[src/rtl/sdram_porta_arbiter.sv]
// SDRAM port A arbiter: queues loader byte writes, issues one per NES slot, then hands port A to the CPU.
// Optional ARB_WRITE_COUNT_EN adds o_wr_count, the number of loader writes launched since LOAD entry.
module sdram_porta_arbiter #(
    parameter int unsigned ADDR_W      = 22,
    parameter int unsigned FIFO_DEPTH  = 4,
    parameter int unsigned SLOT_PHASE  = 3,
    parameter int unsigned HOLD_CYCLES = 255
) (
    input  logic              clock,
    input  logic              R_reset,
    input  logic [1:0]        i_nes_ce,
    input  logic              i_ld_valid,
    input  logic [ADDR_W-1:0] i_ld_addr,
    input  logic [7:0]        i_ld_data,
    output logic              o_ld_ready,
    input  logic              i_ld_done,
    input  logic [ADDR_W-1:0] i_cpu_addr,
    input  logic              i_cpu_we,
    input  logic              i_cpu_oe,
    input  logic [7:0]        i_cpu_dout,
    output logic [ADDR_W+2:0] o_mem_addr,
    output logic              o_mem_we,
    output logic              o_mem_oe,
    output logic [7:0]        o_mem_din,
    output logic              o_nes_reset,
    output logic              o_overflow,
    output logic              o_busy
`ifdef ARB_WRITE_COUNT_EN
    ,
    output logic [ADDR_W:0]   o_wr_count
`endif
);

    localparam int unsigned PTR_W   = $clog2(FIFO_DEPTH);
    localparam int unsigned CNT_W   = PTR_W + 1;
    localparam int unsigned ENTRY_W = ADDR_W + 8;
    localparam logic [7:0]  HOLD_INIT = 8'(HOLD_CYCLES);

    typedef enum logic [1:0] {
        S_LOAD  = 2'd0,
        S_DRAIN = 2'd1,
        S_HOLD  = 2'd2,
        S_RUN   = 2'd3
    } state_t;

    state_t              r_state;
    logic [ENTRY_W-1:0]  r_fifo [FIFO_DEPTH];
    logic [PTR_W-1:0]    r_wr_ptr;
    logic [PTR_W-1:0]    r_rd_ptr;
    logic [CNT_W-1:0]    r_count;
    logic                r_wr_we;
    logic [ADDR_W-1:0]   r_wr_addr;
    logic [7:0]          r_wr_data;
    logic                r_overflow;
    logic [7:0]          r_hold;
    logic                r_ld_done_q;
`ifdef ARB_WRITE_COUNT_EN
    logic [ADDR_W:0]     r_wr_count;
`endif

    logic w_ld_fall;
    logic w_full;
    logic w_empty;
    logic w_slot;
    logic w_launch;
    logic w_push;
    logic w_pop;
    logic w_run;

    assign w_ld_fall = r_ld_done_q & ~i_ld_done;
    assign w_full    = (r_count == CNT_W'(FIFO_DEPTH));
    assign w_empty   = (r_count == '0);
    assign w_slot    = (i_nes_ce == 2'(SLOT_PHASE));
    assign w_launch  = w_slot & ((r_state == S_LOAD) | (r_state == S_DRAIN));
    assign w_push    = (r_state == S_LOAD) & i_ld_valid & ~w_full;
    assign w_pop     = w_launch & ~w_empty;
    assign w_run     = (r_state == S_RUN);

    // Loader write FIFO storage; pointers live in the control block below
    always_ff @(posedge clock) begin
        if (w_push) begin
            r_fifo[r_wr_ptr] <= {i_ld_addr, i_ld_data};
        end
    end

    always_ff @(posedge clock) begin
        if (R_reset) begin
            r_state     <= S_LOAD;
            r_wr_ptr    <= '0;
            r_rd_ptr    <= '0;
            r_count     <= '0;
            r_wr_we     <= 1'b0;
            r_wr_addr   <= '0;
            r_wr_data   <= '0;
            r_overflow  <= 1'b0;
            r_hold      <= HOLD_INIT;
            r_ld_done_q <= 1'b1;
`ifdef ARB_WRITE_COUNT_EN
            r_wr_count  <= '0;
`endif
        end else begin
            r_ld_done_q <= i_ld_done;
            // A full FIFO drops the byte even when a pop frees a slot this cycle
            if (i_ld_valid && w_full) begin
                r_overflow <= 1'b1;
            end
            if (w_ld_fall) begin
                r_state   <= S_LOAD;
                r_wr_ptr  <= '0;
                r_rd_ptr  <= '0;
                r_count   <= '0;
                r_wr_we   <= 1'b0;
                r_wr_addr <= '0;
                r_wr_data <= '0;
                r_hold    <= HOLD_INIT;
`ifdef ARB_WRITE_COUNT_EN
                r_wr_count <= '0;
`endif
            end else begin
                if (w_push) begin
                    r_wr_ptr <= r_wr_ptr + PTR_W'(1);
                end
                if (w_pop) begin
                    r_rd_ptr <= r_rd_ptr + PTR_W'(1);
                end
                if (w_push && !w_pop) begin
                    r_count <= r_count + CNT_W'(1);
                end else if (!w_push && w_pop) begin
                    r_count <= r_count - CNT_W'(1);
                end
                // Write register holds for a whole nes_ce period, until the next slot
                if (w_launch) begin
                    r_wr_we <= ~w_empty;
                    if (!w_empty) begin
                        {r_wr_addr, r_wr_data} <= r_fifo[r_rd_ptr];
                    end
                end
`ifdef ARB_WRITE_COUNT_EN
                if (w_pop && (r_wr_count != '1)) begin
                    r_wr_count <= r_wr_count + (ADDR_W+1)'(1);
                end
`endif
                case (r_state)
                    S_LOAD: begin
                        if (i_ld_done) begin
                            r_state <= S_DRAIN;
                        end
                    end
                    S_DRAIN: begin
                        // Leave on the edge that retires the last write
                        if (w_empty && (!r_wr_we || w_slot)) begin
                            r_state <= S_HOLD;
                        end
                    end
                    S_HOLD: begin
                        r_hold <= r_hold - 8'd1;
                        if (r_hold == 8'd1) begin
                            r_state <= S_RUN;
                        end
                    end
                    default: begin
                    end
                endcase
            end
        end
    end

    // CPU owns the port combinationally once running
    assign o_mem_addr  = w_run ? {3'b000, i_cpu_addr} : {3'b000, r_wr_addr};
    assign o_mem_we    = w_run ? i_cpu_we   : r_wr_we;
    assign o_mem_din   = w_run ? i_cpu_dout : r_wr_data;
    assign o_mem_oe    = w_run & i_cpu_oe;
    assign o_nes_reset = ~w_run;
    assign o_busy      = ~w_run;
    assign o_ld_ready  = ~w_full;
    assign o_overflow  = r_overflow;
`ifdef ARB_WRITE_COUNT_EN
    assign o_wr_count  = r_wr_count;
`endif

endmodule

[config.mk]
export PLATFORM = sky130hd
export DESIGN_NAME = sdram_porta_arbiter
export DESIGN_NICKNAME = d
export VERILOG_FILES = /design/src/rtl/sdram_porta_arbiter.sv
export SDC_FILE = /design/constraint.sdc
export NUM_CORES = 1
export LEC_CHECK = 0
export ABC_AREA = 1
export ABC_CLOCK_PERIOD_IN_PS = 2550
export CAP_MARGIN = 20
export CORE_UTILIZATION = 40
export CTS_BUF_LIST = sky130_fd_sc_hd__clkbuf_4
export DETAILED_ROUTE_END_ITERATION = 8
export REMOVE_ABC_BUFFERS = 1
export SLEW_MARGIN = 20
export SYNTH_ARGS = -nofsm -noshare
export SYNTH_HDL_FRONTEND = slang
export SYNTH_SLANG_ARGS = --single-unit
[constraint.sdc]
create_clock -name clock -period 2.55 [get_ports clock]
set_input_delay 0.51 -clock clock [delete_from_list [all_inputs] [get_ports clock]]
set_output_delay 0.51 -clock clock [all_outputs]
set_load 0.05 [all_outputs]
[After elaboration in Yosys (flattened, before gate mapping)]
Memory sizes are Yosys's and may differ from the RTL's. A register that Yosys moved wholly into a read port is not among the register bits.
Index checks and enable logic that the tools add are counted.
Word-level totals
  flip-flop bits (word level): 20
  memory bits (writable): 120
  input port bits: 68
  memories kept: 1
Memory list
  r_fifo: depth 4, width 30, rd ports 1, clocked after Yosys merged registers in 1, write ports 1, RTL line 47  | logic [ENTRY_W-1:0] r_fifo [FIFO_DEPTH];
Cells by class
  add/subtract/negate cells: 5
  equality and inequality tests: 9
  multiplexer cells: 11
  bitwise logic cells: 11
  reduce and logical (&&, ||, !) cells: 15
Operators with widths (count)
  22-bit 2-to-1 mux: 1
  8-bit by 1-bit == test with 1-bit output (second input constant): 1
  8-bit 2-to-1 mux: 1
  8-bit by 1-bit subtractor with 8-bit output (second input constant): 1
  1-bit bitwise AND: 6
  2-bit == test (second input constant): 3
  2-bit 2-to-1 mux: 3
  3-bit 2-to-1 mux: 2
  2-bit one-hot mux with 3 select lines: 1
  2-bit by 1-bit adder with 2-bit output (second input constant): 2
  1-bit logical AND: 4
  2-bit inequality test (second input constant): 2
  1-bit NOT: 4
  4-bit AND reduction: 1
  3-bit by 1-bit adder with 3-bit output (second input constant): 1
  3-bit == test (second input constant): 1
  1-bit zero test: 3
  3-bit zero test: 1
  1-bit 2-to-1 mux: 3
  3-bit nonzero test: 1
  3-bit by 1-bit subtractor with 3-bit output (second input constant): 1
  2-bit by 1-bit == test with 1-bit output (second input constant): 1
  2-bit zero test: 1
  2-bit by 1-bit inequality test with 1-bit output (second input constant): 1
  5 further kinds: 5

[Logic depth before layout (Yosys ltp)]
Gate-level depths: netlist (run 1).
  depth after elaboration: 7
  depth in mapped cells: 12

[Least setup slack after synthesis (run 1)]
No wires, ideal clock.
  kind: register to register
  from: register r_count[0]
  to: memory r_fifo[0][0] (netlist name), enable pin
  library setup time: 0.417 ns
  arrival time: 2.461 ns
  path slack: -0.328 ns
  cell stages (with the launch flop): 5
  period minus slack after synthesis: 2.878 ns
  cells stage by stage: dfxtp_1 -> nor2_2 -> nand2_1 -> nand3_1 -> nor2_1
Between the ends
  cells in the longest elaborated chain, start to end: 5
RTL lines
  start: declaration: RTL line 50  | logic [CNT_W-1:0] r_count;
  start signal: assignment: RTL line 127  | r_count <= r_count + CNT_W'(1);
  start signal: assignment: RTL line 129  | r_count <= r_count - CNT_W'(1);
  3-bit == test: RTL line 71  | assign w_full = (r_count == CNT_W'(FIFO_DEPTH));
  1-bit NOT
  named net o_ld_ready: RTL line 15  | output logic o_ld_ready,
  1-bit bitwise AND: RTL line 75  | assign w_push = (r_state == S_LOAD) & i_ld_valid & ~w_full;
  1-bit 2-to-1 mux: RTL line 81  | if (w_push) begin
  1-bit 2-to-1 mux (not written as such): RTL line 82  | r_fifo[r_wr_ptr] <= {i_ld_addr, i_ld_data};
  end: declaration: RTL line 47
The timed path passes the listed nets, and every way through them passes these cells.

[Final worst setup path (run 1)]
  from: register r_state[0]
  to: output o_mem_addr[7]
Between the ends
  cells in the longest elaborated chain, start to end: 2
RTL lines
  start: declaration: RTL line 46  | state_t r_state;
  start signal: assignment: RTL line 88  | r_state <= S_LOAD;
  start signal: assignment: RTL line 108  | r_state <= S_LOAD;
  start signal: assignment: RTL line 146  | r_state <= S_DRAIN;
  2-bit == test: RTL line 77  | assign w_run = (r_state == S_RUN);
  22-bit 2-to-1 mux: RTL line 169  | assign o_mem_addr = w_run ? {3'b000, i_cpu_addr} : {3'b000, r_wr_addr};
  end: declaration: RTL line 21  | output logic [ADDR_W+2:0] o_mem_addr,
No other way between the ends.

==> results.json, run 1 <==
{
  "path_max_fanout": 13,
  "dieArea_um2": 18000,
  "synthAdderAreaFrac": 0.0243,
  "fmax_ghz": 0.420,
  "grt_pass1_wl_um": 25000,
  "vdd_drop_max_uv": 431,
  "via_per_inst": 4.98,
  "hold_viol": 0,
  "place_hpwl_um": 9530,
  "period_minus_slack_ns": 2.38,
  "initial_utilization": 0.408,
  "ys_types": 30,
  "slew-limit-headroom": 0.370,
  "ys_seq_area_frac": 0.657,
  "clock_skew_ns": 0.0216,
  "nets": 856,
  "critPathTopFamily": "flip-flops",
  "wirelength_um": 15800,
  "setup_ws_ns": 0.167,
  "grt_usage": 0.182,
  "die_h_um": 134,
  "grt_antenna_before_repair": 0,
  "drive_gt1_frac": 0.132,
  "path_class": "register to output port",
  "vias": 5045,
  "leakage_uw": 0.00324,
  "cp_cell_sequence": "ha_4, inv_1, buf_4, nand2_1, nand2_1, buf_4",
  "finalMaxSlewViolations": 0,
  "rows": 48,
  "cts_tree": "built",
  "synth_top_family_by_area": "simple AND/OR/NAND/NOR gates",
  "max_stage_delay_ns": 0.48,
  "synth-edff-count": 120,
  "yosysMostFrequentCell": "nor2_1",
  "synth_compound_area_frac": 0.112,
  "critPathLaunchType": "register",
  "ctsHoldBuffers": 0,
  "preCtsSetupSlack_ns": 0.139,
  "syn_area_um2": 7000,
  "cellPowerDensity_nw_per_um2": 677,
  "synthMuxAreaShare": 0,
  "pin_count": 107,
  "drtIter0Drc": 369,
  "worst_pin_slew_ns": 0.943,
  "root_buffer": "clkbuf_4",
  "drc": 0,
  "routedWlPerCell_um": 15.6,
  "synth-main-ff-cell": "edfxtp_1",
  "area_delta_synth_final_pct": 22.2,
  "yosys_warnings": 0,
  "synth_common_cells": "nor2_1, edfxtp_1, nand2_1",
  "cp.required_ns": 2.04,
  "endpoint_kind": "output port",
  "rsz0062_at_grt": "no",
  "synth-simple-area-share": 0.153,
  "gr-total-overflow": 0,
  "gp_congestion": 0.759,
  "synth_xor_area_frac": 0.00125,
  "first_pass_iters": 4,
  "cts_buffer_depth": 2,
  "cts_buffers": 17,
  "timing.final.crit_share": 0.935,
  "clk_transition_reported_paths_ns": 0.14,
  "grt_pass1_vias": 4951,
  "port_buffers": 103,
  "synth_top_area_cell": "edfxtp_1",
  "setup_viol": 0,
  "cts.sinks": 170,
  "core_region_area_um2": 17200,
  "fill_cells": 1589,
  "synth.area.top_cells": "edfxtp_1, dfxtp_1, nor2_1",
  "worstPathArrival_ns": 1.87,
  "critical_path.slowest_cell": "dfxtp_1",
  "worst-path-buf-inv": 3,
  "ys_ff_latch": 170,
  "htreeDepth": 4,
  "die_w_um": 134,
  "multiInputGateArea_um2": 2090,
  "clk_latency_ns": 0.55,
  "grt_max_degree": 65,
  "synthArstFlopShare": 0,
  "drv_cap": 0,
  "utilization": 0.498,
  "netlist.area_leader.share": 0.515,
  "syn-instance-count": 671,
  "regArea_um2": 4610,
  "synth_area_per_cell_um2": 10.4,
  "num_antenna_cells": 0,
  "status": "completed",
  "drtAntennaViolNets": 0,
  "hp-class": "register to register"
}
worst min-delay path, cell delays in order, from the launching register on:
cell and delay (ns):
dfxtp_1 0.33, inv_1 0.05, a21oi_1 0.05
timing repair:
action,CTS,global route
buffers inserted,2,0
pin swaps,1,0
endpoints found under the setup margin,32,4
gates resized for setup,1,2
cell type report:
type	count	area share
clock buffers	22	0.0193
clock inverters	10	0.0120
inverters	28	0.0126
multi-input cells	435	0.244
flip-flops and latches	170	0.538
well taps	225	0.0329
repair buffers	123	0.141
per-stage QoR:
step                      cells  TNS (ns)  total power (µW)  hold WS (ns)  area (µm²)
after global placement      979         0              4320         0.441        8260
after detailed placement    979         0              4350         0.441        8260
after global routing       1013         0              6060         0.482        8560
after floorplan             633    -52.00              3890         0.442        6760
after CTS                  1013         0              5840         0.461        8550
final                      1013         0              5790         0.457        8560
power by group:
group | internal, µW | total, µW | switching, µW
clock network | 624 | 1500 | 878
logic | 386 | 1060 | 679
registers | 3150 | 3230 | 72.6
final timing paths:
path,from,endpoint,slack (ns),cells after the start
worst min register to register,o_overflow$_SDFFE_PP0P_,o_overflow$_SDFFE_PP0P_,0.46,2
worst max-delay path,r_state[0]$_SDFFE_PP0P_,o_mem_addr[7],0.17,6
worst max register to register,r_state[0]$_SDFFE_PP0P_,r_count[2]$_SDFFE_PP0P_,0.24,12
worst min-delay path,o_overflow$_SDFFE_PP0P_,o_overflow$_SDFFE_PP0P_,0.46,2
routing by layer:
layer / up-vias / track usage / routed length (µm)
li1: 2498 / - / -
met2: 145 / 0.318 / 7770
met3: 17 / 0.0397 / 874
met4: 0 / 0.0543 / 163
met1: 2385 / 0.226 / 7010
met5: - / 0 / 0
cells in the final DEF, fill, tap and decap left out, drive strengths merged:
master,n
a21oi,12
a31oi,30
buf,54
bufinv,2
clkbuf,22
clkdlybuf4s50,68
clkinv,7
clkinvlp,1
conb,3
dfxtp,50
dlymetal6s2s,1
edfxtp,120
fa,1
ha,12
inv,28
nand2,118
nand3,9
nand3b,2
nand4,3
nor2,140
o211ai,2
o21ai,101
or2,1
xor2,1
sequential cells by signal, indices dropped and copies added, names as in the netlist:
| signal | count |
|---|---|
| r_rd_ptr | 2 |
| o_overflow | 1 |
| r_state | 2 |
| r_count | 3 |
| r_hold | 8 |
| r_wr_ptr | 2 |
| r_wr_addr | 22 |
| r_fifo | 120 |
| r_ld_done_q | 1 |
| r_wr_we | 1 |
| r_wr_data | 8 |
kinds of logic (layout without fill, tap and decap cells):
group,count (synthesis),in the layout
compound gates,145,145
other cells,1,3
simple gates,273,273
flops,170,170
buf+inv,68,183
xor+xnor,1,1
fa+ha+maj,13,13
No activity file was read; power rests on OpenSTA's default activity.
==> run 2, diff against run 1 <==
--- a/config.mk
+++ b/config.mk
@@ -6,7 +6,7 @@
 export NUM_CORES = 1
 export LEC_CHECK = 0
 export ABC_AREA = 1
-export ABC_CLOCK_PERIOD_IN_PS = 2550
+export ABC_CLOCK_PERIOD_IN_PS = 2500
 export CAP_MARGIN = 20
 export CORE_UTILIZATION = 40
 export CTS_BUF_LIST = sky130_fd_sc_hd__clkbuf_4
==> constraint.sdc (replaced) <==
create_clock -name clock -period 2.5 [get_ports clock]
set_input_delay 0.5 -clock clock [delete_from_list [all_inputs] [get_ports clock]]
set_output_delay 0.5 -clock clock [all_outputs]
set_load 0.05 [all_outputs]
==> run 2 against run 1 <==
  * Total power is 5.0% higher
  * Sequential power is 2% higher
  * First-iteration DRC count is 22% lower
  * Highest routed layer unchanged
==> results.json, run 2 (same netlist as run 1, synthesis figures left out) <==
{
  "drive_gt1_frac": 0.125,
  "num_antenna_cells": 0,
  "power_uw": 6080,
  "root_buffer": "clkbuf_4",
  "grt_pass1_vias": 4846,
  "largest_reg_flops": 120,
  "timing.rr.start": "r_state[0]$_SDFFE_PP0P_",
  "r2r_end": "r_count[2]$_SDFFE_PP0P_",
  "grt_use_met2": 0.304,
  "rows": 48,
  "clk_transition_reported_paths_ns": 0.14,
  "intPower_uw": 4400,
  "cts_buffers": 17,
  "cts.sinks": 170,
  "hold_viol": 0,
  "use_met1": 0.218,
  "cp.required_ns": 2.00,
  "path_max_fanout": 18,
  "port_buffers": 103,
  "cts_tree": "built",
  "area_delta_synth_final_pct": 22.1,
  "drv_cap": 0,
  "gp_congestion": 0.753,
  "critPathTopFamily": "buffers and inverters",
  "cp_common_cell": "nand2_1",
  "busiest_layer": "met2",
  "clk_latency_ns": 0.54,
  "timing.final.crit_share": 0.945,
  "top_regs": "r_fifo x120, r_wr_addr x22",
  "die_w_um": 134,
  "routedWlPerCell_um": 15.4,
  "vdd_drop_max_uv": 351,
  "max_stage_delay_ns": 0.39,
  "layout_common_cells": "nor2_1, edfxtp_1, nand2_1",
  "pwr-share-seq": 0.541,
  "leakage_uw": 0.00322,
  "clkPwrFrac": 0.284,
  "cp_cell_sequence": "ha_2, inv_1, buf_6, nand2_1, nand2_1, buf_4",
  "cellPowerDensity_nw_per_um2": 711,
  "path_class": "register to output port",
  "final_common_cell": "nor2_1",
  "vias": 4975,
  "finalMaxSlewViolations": 0,
  "critPathLaunchType": "register",
  "hp-class": "register to register",
  "gr-total-overflow": 0,
  "fmax_ghz": 0.423,
  "rrSetupSlack_ns": 0.29,
  "cts_buffer_depth": 2,
  "pin_count": 107,
  "grt_max_degree": 65,
  "htreeDepth": 4,
  "grt_pass1_wl_um": 24100,
  "drtAntennaViolNets": 0,
  "worst-path-buf-inv": 3,
  "slew-limit-headroom": 0.384,
  "reg2reg_depth": 12,
  "initial_utilization": 0.408,
  "combPwrFrac": 0.175,
  "die_h_um": 134,
  "grt_antenna_before_repair": 0,
  "regMostFlops": "r_fifo",
  "utilization": 0.498,
  "endpoint_kind": "output port",
  "via_per_inst": 4.94,
  "rsz0062_at_grt": "yes",
  "drtIter0Drc": 287,
  "post_cts_buffers": 0,
  "p_sw_uw": 1680,
  "core_region_area_um2": 17200,
  "min_delay_worst_endpoint": "o_overflow$_SDFFE_PP0P_",
  "nets": 850,
  "status": "completed",
  "worst_pin_slew_ns": 0.923,
  "dieArea_um2": 18000,
  "gr-usage-met3": 0.0370,
  "grt_usage": 0.178,
  "period_minus_slack_ns": 2.36,
  "critical_path.slowest_cell": "dfxtp_1",
  "switching_share": 0.276,
  "final.setup.tns_ns": 0,
  "setup_viol": 0,
  "postLayoutCellArea_um2": 8550,
  "clock_skew_ns": 0.0167,
  "worstPathArrival_ns": 1.86,
  "first_pass_iters": 5,
  "wirelength_um": 15600,
  "place_hpwl_um": 9080,
  "hold_path_startpoint": "o_overflow$_SDFFE_PP0P_",
  "place_area_um2": 8230,
  "min_path_cells": 2,
  "drc": 0
}
[run 2: changes by cell type in the layout (fill, tap and decap cells not counted), sizes merged]
| cell | before | now |
|---|---|---|
| clkinv | 7 | 5 |
| clkinvlp | 1 | 3 |
| clkbuf | 22 | 19 |
| inv | 28 | 29 |
| dlymetal6s2s | 1 | 0 |
| buf | 54 | 48 |
| bufinv | 2 | 4 |
| dlygate4sd2 | 0 | 1 |
[run 2: timing repair]
item,4_1_cts,5_1_grt
gates resized for setup,1,2
endpoints found under the hold margin,0,0
hold buffers,0,0
setup endpoints to repair,1,4
[run 2: through the flow]
| step | hold WS, ns | instances | setup slack [ns] |
|---|---|---|---|
| after floorplan | 0.442 | 633 | -0.449 |
| after global placement | 0.436 | 975 | 0.164 |
| after CTS | 0.464 | 1007 | 0.0340 |
| final | 0.462 | 1007 | 0.136 |
| after global routing | 0.487 | 1007 | -0.00921 |
| after detailed placement | 0.444 | 975 | 0.155 |
[run 2: area by class of cell]
type                       count  area, µm²
inverter                      28        108
clock inverter                13        176
tap                          225        282
multi-input combinational    435       2080
timing repair buffer         117       1160
fill                        1564       8620
clock buffer                  19        143
sequential                   170       4610
[run 2: worst max-delay path by stage]
stage | from | slack, ns | cells after the start | end
global placement | i_ld_valid | 0.16 | 10 | r_count[2]$_SDFFE_PP0P_
detailed placement | i_ld_valid | 0.15 | 10 | r_count[2]$_SDFFE_PP0P_
CTS | r_state[0]$_SDFFE_PP0P_ | 0.03 | 6 | o_mem_din[3]
finish | r_state[0]$_SDFFE_PP0P_ | 0.14 | 6 | o_mem_din[3]
global route | r_state[0]$_SDFFE_PP0P_ | -0.009 | 5 | o_mem_addr[3]
floorplan | r_state[0]$_SDFFE_PP0P_ | -0.45 | 4 | o_mem_addr[0]
[run 2: worst register-to-register path, stage by stage (launching register included)]
cell and delay, ns:
dfxtp_1 0.45, inv_1 0.09, ha_1 0.24, nor2_1 0.16, nor2_2 0.07, nand2_4 0.08
ha_1 0.14, inv_1 0.06, fa_1 0.38, a21oi_1 0.15, o21ai_0 0.11, o21ai_0 0.15
a21oi_1 0.06
[run 2: per-layer routing]
| metal | routed length [µm] | part of all wire |
|---|---|---|
| met5 | 0 | 0 |
| met4 | 195 | 0.013 |
| met3 | 819 | 0.053 |
| met2 | 7680 | 0.49 |
| met1 | 6870 | 0.44 |
[run 2: power groups by stage]
| stage | clock network (µW) | logic, µW | registers (µW) |
|---|---|---|---|
| finish | 1730 | 1070 | 3290 |
| global route | 1870 | 1170 | 3310 |
| CTS | 1770 | 1080 | 3290 |
| detailed placement | 0 | 1080 | 3350 |
| global placement | 0 | 1050 | 3350 |
| floorplan | 0 | 613 | 3360 |
==> run 3, diff against run 2 <==
--- a/config.mk
+++ b/config.mk
@@ -11,8 +11,9 @@
 export CORE_UTILIZATION = 40
 export CTS_BUF_LIST = sky130_fd_sc_hd__clkbuf_4
 export DETAILED_ROUTE_END_ITERATION = 8
+export DONT_BUFFER_PORTS = 1
 export REMOVE_ABC_BUFFERS = 1
-export SLEW_MARGIN = 20
+export SLEW_MARGIN = 25
 export SYNTH_ARGS = -nofsm -noshare
 export SYNTH_HDL_FRONTEND = slang
 export SYNTH_SLANG_ARGS = --single-unit
==> run 3 against run 2 <==
  * Clock-buffer cell count down 1
  * Non-clock buffer count down 36
  * Sequential power about the same
  * Global-route usage down 0.25 points
  * Sequential cell count unchanged
  * Clock power down 13%
==> results.json, run 3 (same netlist as run 1, synthesis figures left out) <==
{
  "wirelength_um": 15000,
  "vias": 4860,
  "die_w_um": 134,
  "regMostFlops": "r_fifo",
  "rsz0062_at_grt": "no",
  "hp-class": "input port to register",
  "cts_buffers": 17,
  "dieArea_um2": 18000,
  "worstPathArrival_ns": 1.83,
  "htreeDepth": 4,
  "setup_viol": 0,
  "min_path_cells": 2,
  "slew-limit-headroom": 0.523,
  "drtAntennaViolNets": 0,
  "grt_pass1_vias": 4759,
  "rrSetupSlack_ns": 0.31,
  "place_area_um2": 7870,
  "min_delay_worst_endpoint": "o_overflow$_SDFFE_PP0P_",
  "area_delta_synth_final_pct": 21.3,
  "cts.sinks": 170,
  "status": "completed",
  "gp_congestion": 0.763,
  "finalMaxSlewViolations": 0,
  "top_regs": "r_fifo x120, r_wr_addr x22",
  "gr-total-overflow": 0,
  "initial_utilization": 0.408,
  "r2r_end": "r_count[2]$_SDFFE_PP0P_",
  "nets": 814,
  "via_per_inst": 5.01,
  "layout.cells.non_filler": 971,
  "port_buffers": 0,
  "endpoint_kind": "output port",
  "vdd_drop_max_uv": 406,
  "period_minus_slack_ns": 2.33,
  "fmax_ghz": 0.429,
  "layout_common_cells": "nor2_1, edfxtp_1, nand2_1",
  "clock_skew_ns": 0.0157,
  "timing.rr.start": "r_state[1]$_SDFFE_PP0P_",
  "grt_antenna_before_repair": 0,
  "cellPowerDensity_nw_per_um2": 694,
  "critPathLaunchType": "register",
  "timing.final.crit_share": 0.933,
  "rows": 48,
  "num_antenna_cells": 0,
  "cts_tree": "built",
  "drtIter0Drc": 296,
  "first_pass_iters": 5,
  "post_cts_buffers": 0,
  "place_hpwl_um": 9240,
  "final_common_cell": "nor2_1",
  "worst_pin_slew_ns": 0.716,
  "hold_viol": 0,
  "path_max_fanout": 16,
  "dp_cells": 906,
  "clk_transition_reported_paths_ns": 0.14,
  "die_h_um": 134,
  "cts_buffer_depth": 2,
  "pin_count": 107,
  "cp.required_ns": 2.00,
  "routedWlPerCell_um": 15.5,
  "drc": 0,
  "core_region_area_um2": 17200,
  "largest_reg_flops": 120,
  "leakage_uw": 0.00313,
  "grt_max_degree": 65,
  "path_class": "register to output port",
  "clk_latency_ns": 0.55,
  "reg2reg_depth": 12,
  "drive_gt1_frac": 0.138,
  "grt_pass1_wl_um": 24000,
  "hold_path_startpoint": "i_ld_valid",
  "root_buffer": "clkbuf_4",
  "grt_usage": 0.176,
  "postLayoutCellArea_um2": 8490,
  "drv_cap": 0
}
run 3: stage by stage:
step	TNS (ns)	worst slack, ns	utilization	hold WS [ns]	total power (µW)
2_1_floorplan	-59.24	-0.449	-	0.442	3970
3_3_place_gp	0	0.395	0.458	0.467	4360
3_5_place_dp	0	0.304	0.458	0.470	4400
4_1_cts	0	0.00974	0.491	0.00180	5940
5_1_grt	0	0.0152	0.494	0.0500	6180
6_report	0	0.169	0.494	0.0950	5890
run 3: layout make-up:
class                   count  area (µm²)
clock buffers              18         135
clock inverters            14         135
fillers                  1587        8680
inverters                  28         116
multi-input cells         435        2080
flip-flops and latches    170        4610
well taps                 225         282
repair buffers             81        1140
run 3: worst max-delay path by stage:
stage / start / to / cells after the start
2_1_floorplan: r_state[0]$_SDFFE_PP0P_ / o_mem_addr[0] / 4
3_3_place_gp: r_state[0]$_SDFFE_PP0P_ / r_count[2]$_SDFFE_PP0P_ / 12
3_5_place_dp: r_state[0]$_SDFFE_PP0P_ / r_count[2]$_SDFFE_PP0P_ / 12
4_1_cts: r_state[0]$_SDFFE_PP0P_ / o_mem_din[6] / 6
5_1_grt: r_state[1]$_SDFFE_PP0P_ / o_mem_addr[9] / 5
6_report: r_state[1]$_SDFFE_PP0P_ / o_mem_din[6] / 5
run 3: routing by layer:
layer	routed length (µm)	track usage	part of all wire	vias up
met5	0	0	0	-
met4	123	0.0506	0.0082	0
met3	922	0.0495	0.061	11
met2	7630	0.310	0.51	136
met1	6330	0.209	0.42	2298
li1	-	-	-	2415
run 3: worst max-delay path, stage by stage (launching register included):
cell     delay, ns
dfxtp_1       0.41
ha_2          0.27
buf_4         0.26
nand2_1       0.08
nand2_1       0.12
buf_12        0.14
run 3: timing repair:
| action | in CTS | in global routing |
|---|---|---|
| endpoints found under the hold margin | 109 | 13 |
| resized for setup | 1 | 5 |
| hold buffers | 28 | 5 |
| endpoints found under the setup margin | 20 | 23 |
run 3: power by group:
part           leakage, µW  internal, µW  switching [µW]
Clock             0.000138           527             976
Combinational      0.00149           404             689
Sequential         0.00150          3220            77.1
Total              0.00313          4150            1740
